**src/rtl/fs_en_rate_meter.sv**
```systemverilog
// fs_en_rate_meter: measures the rate of a single-cycle enable strobe over a
// fixed gate window. It reports the count and the equivalent baud number, and
// qualifies the strobe with lock and stall flags.
//
// state      | meaning
// -----------+----------------------------------------------------------
// ST_IDLE    | measurement off; counters cleared, locked/stall low
// ST_MEASURE | gate window running; strobes counted every cycle
module fs_en_rate_meter #(
    parameter int unsigned GATE_CYCLES  = 10000,
    parameter int unsigned TOL          = 2,
    parameter int unsigned LOCK_WINDOWS = 3,
    parameter int unsigned STALL_CYCLES = 4096
) (
    input  logic        sys_clk,
    input  logic        glb_rst,
    input  logic        meas_en,
    input  logic        strb_in,
    input  logic [31:0] exp_baud_num,
    output logic [31:0] meas_cnt,
    output logic [31:0] meas_baud,
    output logic        meas_valid,
    output logic        locked,
    output logic        stall
);
    localparam int WIN_W  = (GATE_CYCLES > 1) ? $clog2(GATE_CYCLES) : 1;
    localparam int GAP_W  = $clog2(STALL_CYCLES + 1);
    localparam int GOOD_W = $clog2(LOCK_WINDOWS + 1);

    localparam logic [WIN_W-1:0]  WIN_LAST  = WIN_W'(GATE_CYCLES - 1);
    localparam logic [GAP_W-1:0]  GAP_MAX   = GAP_W'(STALL_CYCLES);
    localparam logic [GAP_W-1:0]  GAP_HIT   = GAP_W'(STALL_CYCLES - 1);
    localparam logic [GOOD_W-1:0] GOOD_MAX  = GOOD_W'(LOCK_WINDOWS);

    localparam logic [0:0] ST_IDLE    = 1'b0;
    localparam logic [0:0] ST_MEASURE = 1'b1;

    logic [0:0]        state;
    logic [WIN_W-1:0]  win_cnt;
    logic [31:0]       accum;
    logic [GOOD_W-1:0] good_cnt;
    logic [GAP_W-1:0]  gap_cnt;

    logic [31:0]       accum_inc;
    logic [31:0]       baud_new;
    logic [32:0]       diff;
    logic              win_last;
    logic              in_tol;
    logic [GOOD_W-1:0] good_inc;
    logic              stall_hit;

    // Next-count, tolerance and stall-detect terms for the current cycle.
    always_comb begin
        accum_inc = (accum == 32'hFFFF_FFFF) ? accum : accum + 32'(strb_in);
        baud_new  = accum_inc >> 1;
        win_last  = (win_cnt == WIN_LAST);
        // 33-bit magnitude so a large expected value never wraps into tolerance
        if (baud_new >= exp_baud_num)
            diff = {1'b0, baud_new} - {1'b0, exp_baud_num};
        else
            diff = {1'b0, exp_baud_num} - {1'b0, baud_new};
        in_tol    = (diff <= 33'(TOL));
        good_inc  = (good_cnt == GOOD_MAX) ? good_cnt : good_cnt + GOOD_W'(1);
        // true on the edge where gap_cnt reaches the limit, and while it sits there
        stall_hit = !strb_in && (gap_cnt >= GAP_HIT);
    end

    // Window counting, result capture, lock qualification and stall tracking.
    always_ff @(posedge sys_clk) begin
        if (glb_rst) begin
            state      <= ST_IDLE;
            win_cnt    <= '0;
            accum      <= '0;
            good_cnt   <= '0;
            gap_cnt    <= '0;
            meas_cnt   <= '0;
            meas_baud  <= '0;
            meas_valid <= 1'b0;
            locked     <= 1'b0;
            stall      <= 1'b0;
        end else begin
            meas_valid <= 1'b0;
            if (!meas_en) begin
                state <= ST_IDLE;
                if (state == ST_MEASURE) begin
                    // partial window discarded; results hold their last values
                    win_cnt  <= '0;
                    accum    <= '0;
                    good_cnt <= '0;
                    gap_cnt  <= '0;
                    locked   <= 1'b0;
                    stall    <= 1'b0;
                end
            end else begin
                // the first enabled cycle is already window cycle 0
                state <= ST_MEASURE;
                if (win_last) begin
                    meas_cnt   <= accum_inc;
                    meas_baud  <= baud_new;
                    meas_valid <= 1'b1;
                    win_cnt    <= '0;
                    accum      <= '0;
                    if (in_tol) begin
                        good_cnt <= good_inc;
                        locked   <= (good_inc == GOOD_MAX);
                    end else begin
                        good_cnt <= '0;
                        locked   <= 1'b0;
                    end
                end else begin
                    win_cnt <= win_cnt + WIN_W'(1);
                    accum   <= accum_inc;
                end

                if (strb_in) begin
                    gap_cnt <= '0;
                    stall   <= 1'b0;
                end else if (gap_cnt != GAP_MAX) begin
                    gap_cnt <= gap_cnt + GAP_W'(1);
                end

                // stall wins over any lock acquired at the same window end
                if (stall_hit) begin
                    stall    <= 1'b1;
                    locked   <= 1'b0;
                    good_cnt <= '0;
                end
            end
        end
    end

endmodule
```
**config.mk**
```make
export PLATFORM = sky130hd
export DESIGN_NAME = fs_en_rate_meter
export DESIGN_NICKNAME = d
export VERILOG_FILES = /design/src/rtl/fs_en_rate_meter.sv
export SDC_FILE = /design/constraint.sdc
export NUM_CORES = 1
export LEC_CHECK = 0
export CAP_MARGIN = 20
export CORE_UTILIZATION = 46
export DETAILED_ROUTE_END_ITERATION = 6
export PLACE_DENSITY = 0.67
export SYNTH_ARGS = -nofsm -noshare
export SYNTH_HDL_FRONTEND = slang
export SYNTH_SLANG_ARGS = --single-unit
```
**constraint.sdc**
```tcl
create_clock -name sys_clk -period 5.96 [get_ports sys_clk]
set_input_delay 1.788 -clock sys_clk [delete_from_list [all_inputs] [get_ports sys_clk]]
set_output_delay 1.788 -clock sys_clk [all_outputs]
set_load 0.05 [all_outputs]
```
==> run summary <==
status -> finished clean
WP data required -> 6.24 ns
worst path cell trace -> buf_4, ha_4, and3_4, nand2_4, or3_4, nor2_4, xnor2_2, inv_2, ha_4, a21o_1, a31oi_1, a21oi_1, a211o_2, or2_4, buf_4, nor3_2, o2bb2ai_1, or4_4, nor4_4, nand3b_1, a211oi_2
later-pin clock latency in the skew report -> 0.36 ns
Netlist cell types -> 72
clock skew -> 0.0105 ns
Highest Signal Layer -> met4
ys flop type -> dfxtp_1
Vias/cell -> 5.62
Max Freq -> 0.174 GHz
syn_nets -> 1,245
Placement Setup Slack -> -0.965 ns
total power -> 1.58 mW
die height -> 137 um
Netlist Area Pre-Place -> 8410 um2
Syn. warnings -> 0
Max VDD drop -> 150 uV
number of buffers created by CTS -> 9
vias in the first global route -> 8,646
static leakage -> 5.20 nW
Met3 Routed Length -> 1980 um
Synth Area per Inst -> 7.38 um2
cells after synthesis -> 1,140
grt ovf -> 0
HPWL after DPL -> 23,600 um
initial antenna violation count -> 0
largest net degree at the start of global routing -> 63
Slew HR -> 35.8%
Final Hold Fails -> 0
Routed Antenna Nets -> 0
Worst setup EP type -> register
PnR worst setup slack -> 0.197 ns
Clock Sinks -> 97
share of layout cells above drive strength 1 -> 28.7%
Area Overhead vs Synth -> 45.7%
Hold WC Path Type -> reg -> reg
total track usage -> 31.1%
async set or reset register ratio after synthesis -> 0%
max-slew violation count -> 0
IO Pins -> 103
die area -> 18,800 um2
CP max-delay cell -> or4_4
EDFF count, synth -> 0
clk slew on worst S/H paths -> 0.07 ns
Row Count -> 49
first-pass GRT wire length -> 44,800 um
sequential share of the synthesized area -> 23.1%
CTS H-tree lvls -> 3
type of the worst setup path -> in -> reg
port buffer count -> 101
max-cap violations -> 0
Fill cells -> 1,507
area occupied by multi-input gates -> 6240 um2
Seq cells post-synth -> 97
initial core utilization -> 46.8%
WP data arrival -> 6.04 ns
Tightest Pin Transition -> 0.962 ns
TritonCTS clock tree -> yes
DRT met1 WL -> 13,400 um
total core area -> 18,000 um2
Nets -> 1,552
Final Wtd Congestion -> 0.963
die width -> 137 um
Fin Hold WS -> 0.474 ns
Worst Path Buf+Inv -> 3
diode count -> 0
Residual DRC -> 0
final setup fails -> 0
total wire length -> 29,600 um
Power Dens Cells -> 129 nW/um2
1st-iter DRT viols -> 779
maximum clock path buffer count -> 2
hold_buf cts -> 0
DRT Pass-1 Iters -> 5
max incr delay on CP -> 0.55 ns
clock root cell -> clkbuf_16
CP startpoint kind -> input pin
FF/Latch Area -> 1940 um2
CP Max Fanout -> 5
family with the most delay on the worst path -> simple AND/OR/NAND/NOR gates
min Tclk post-route -> 5.76 ns
met2 wire len -> 13,500 um
routed len/inst -> 17.6 um
Via Count -> 9,452
Final period util -> 96.7%
## tightest hold or removal path, stage by stage, from the launching register on
cell,delay [ns]
dfxtp_1,0.32
nand2_1,0.05
a21oi_1,0.06
## sequential cells by signal, summed over array words and instances, names as in the netlist
signal / flops
locked: 1
accum: 32
meas_valid: 1
good_cnt: 2
state: 1
gap_cnt: 13
win_cnt: 14
stall: 1
meas_cnt: 32
## cell usage in the layout, fill, tap and decap left out, drive strengths merged, types with 4 or more instances in the layout
| cell type | Yosys | layout |
|---|---|---|
| a221oi | 8 | 8 |
| nor3 | 22 | 22 |
| inv | 74 | 77 |
| xor2 | 31 | 31 |
| nand3 | 30 | 30 |
| xnor2 | 55 | 55 |
| ha | 67 | 67 |
| nor4 | 12 | 12 |
| o211ai | 11 | 11 |
| nand4 | 30 | 30 |
| a22oi | 30 | 30 |
| clkdlybuf4s50 | 0 | 99 |
| a21oi | 97 | 97 |
| nand3b | 7 | 7 |
| a211oi | 38 | 38 |
| dfxtp | 97 | 97 |
| or2 | 4 | 4 |
| and4 | 15 | 15 |
| nand2b | 7 | 7 |
| clkbuf | 46 | 9 |
| a21o | 14 | 14 |
| nor2b | 7 | 7 |
| a31oi | 6 | 6 |
| and3 | 26 | 26 |
| o21bai | 9 | 9 |
| o21ai | 65 | 65 |
| and2 | 11 | 11 |
| nor2 | 135 | 135 |
| nand2 | 82 | 82 |
| mux2i | 6 | 6 |
| buf | 49 | 292 |
## cell families (layout without fill, tap and decap cells)
family | after synthesis | in the layout | share of synthesized area, %
other | 1 | 1 | 0.0446
AND/OR/NAND/NOR | 400 | 400 | 23.8
XOR/XNOR | 86 | 86 | 8.95
flip-flops | 97 | 97 | 23.1
AO/OA/AOI/OAI | 309 | 309 | 23.2
multiplexers | 9 | 9 | 1.12
adder cells (fa/ha/maj) | 69 | 69 | 10.4
buffers and inverters | 169 | 481 | 9.34
## cells in the mapped netlist (7+ instances only)
cell	n	area, um2
a211oi_1	37	278
a21o_1	14	105
a21oi_1	97	485
a221oi_1	8	70.1
a22oi_1	30	225
and2_1	10	62.6
and3_1	26	163
and4_1	15	131
buf_2	13	65.1
buf_4	34	255
clkbuf_1	46	173
dfxtp_1	97	1940
ha_1	67	838
inv_1	66	248
inv_2	8	30.0
nand2_1	81	304
nand2b_1	7	43.8
nand3_1	30	150
nand3b_1	7	52.6
nand4_1	30	188
nor2_1	135	507
nor2b_1	7	43.8
nor3_1	22	110
nor4_1	10	62.6
o211ai_1	11	82.6
o21ai_0	59	295
o21bai_1	9	67.6
xnor2_1	55	482
xor2_1	31	272
## layer usage
metal	up-vias	track usage [%]
li1	4645	-
met1	4456	43.0
met2	304	49.0
met3	47	5.59
met4	0	9.16
met5	-	0
## through the flow
| step | cells | utilization, % | setup TNS, ns | area [um2] |
|---|---|---|---|---|
| final | 1681 | 68.2 | 0 | 12300 |
| after CTS | 1674 | 65.9 | 0 | 11800 |
| after global placement | 1653 | 63.1 | -2.27 | 11300 |
| after global routing | 1681 | 68.2 | -0.0245 | 12300 |
| after detailed placement | 1654 | 63.2 | -2.74 | 11400 |
| after floorplan | 1140 | - | 0 | 8460 |
## cell type report
cell class,instances,share of cell area [%]
tap,229,2.34
clock buffer,9,1.84
timing repair buffer,391,26.3
clock inverter,7,0.500
inverter,74,2.27
sequential,97,15.8
multi-input combinational,874,50.9
## power by group
part / internal [mW] / switching, mW
combinational: 0.167 / 0.195
clock: 0.291 / 0.277
sequential: 0.650 / 0.00282
total: 1.11 / 0.474
## final timing paths
check,start,to,slack (ns),cells past startpoint
setup / recovery,strb_in,good_cnt[1],0.20,21
hold / removal,meas_cnt[0],meas_cnt[0],0.47,2
setup reg to reg,accum[14],good_cnt[1],0.45,22
hold reg to reg,meas_cnt[0],meas_cnt[0],0.47,2
## what timing repair did
item,in CTS,in global routing
gates resized for setup,35,71
endpoints found under the setup margin,3,3
pin swaps,11,21
setup buffers,4,6
cloned,0,0
No activity file was read; power rests on OpenSTA's default activity.
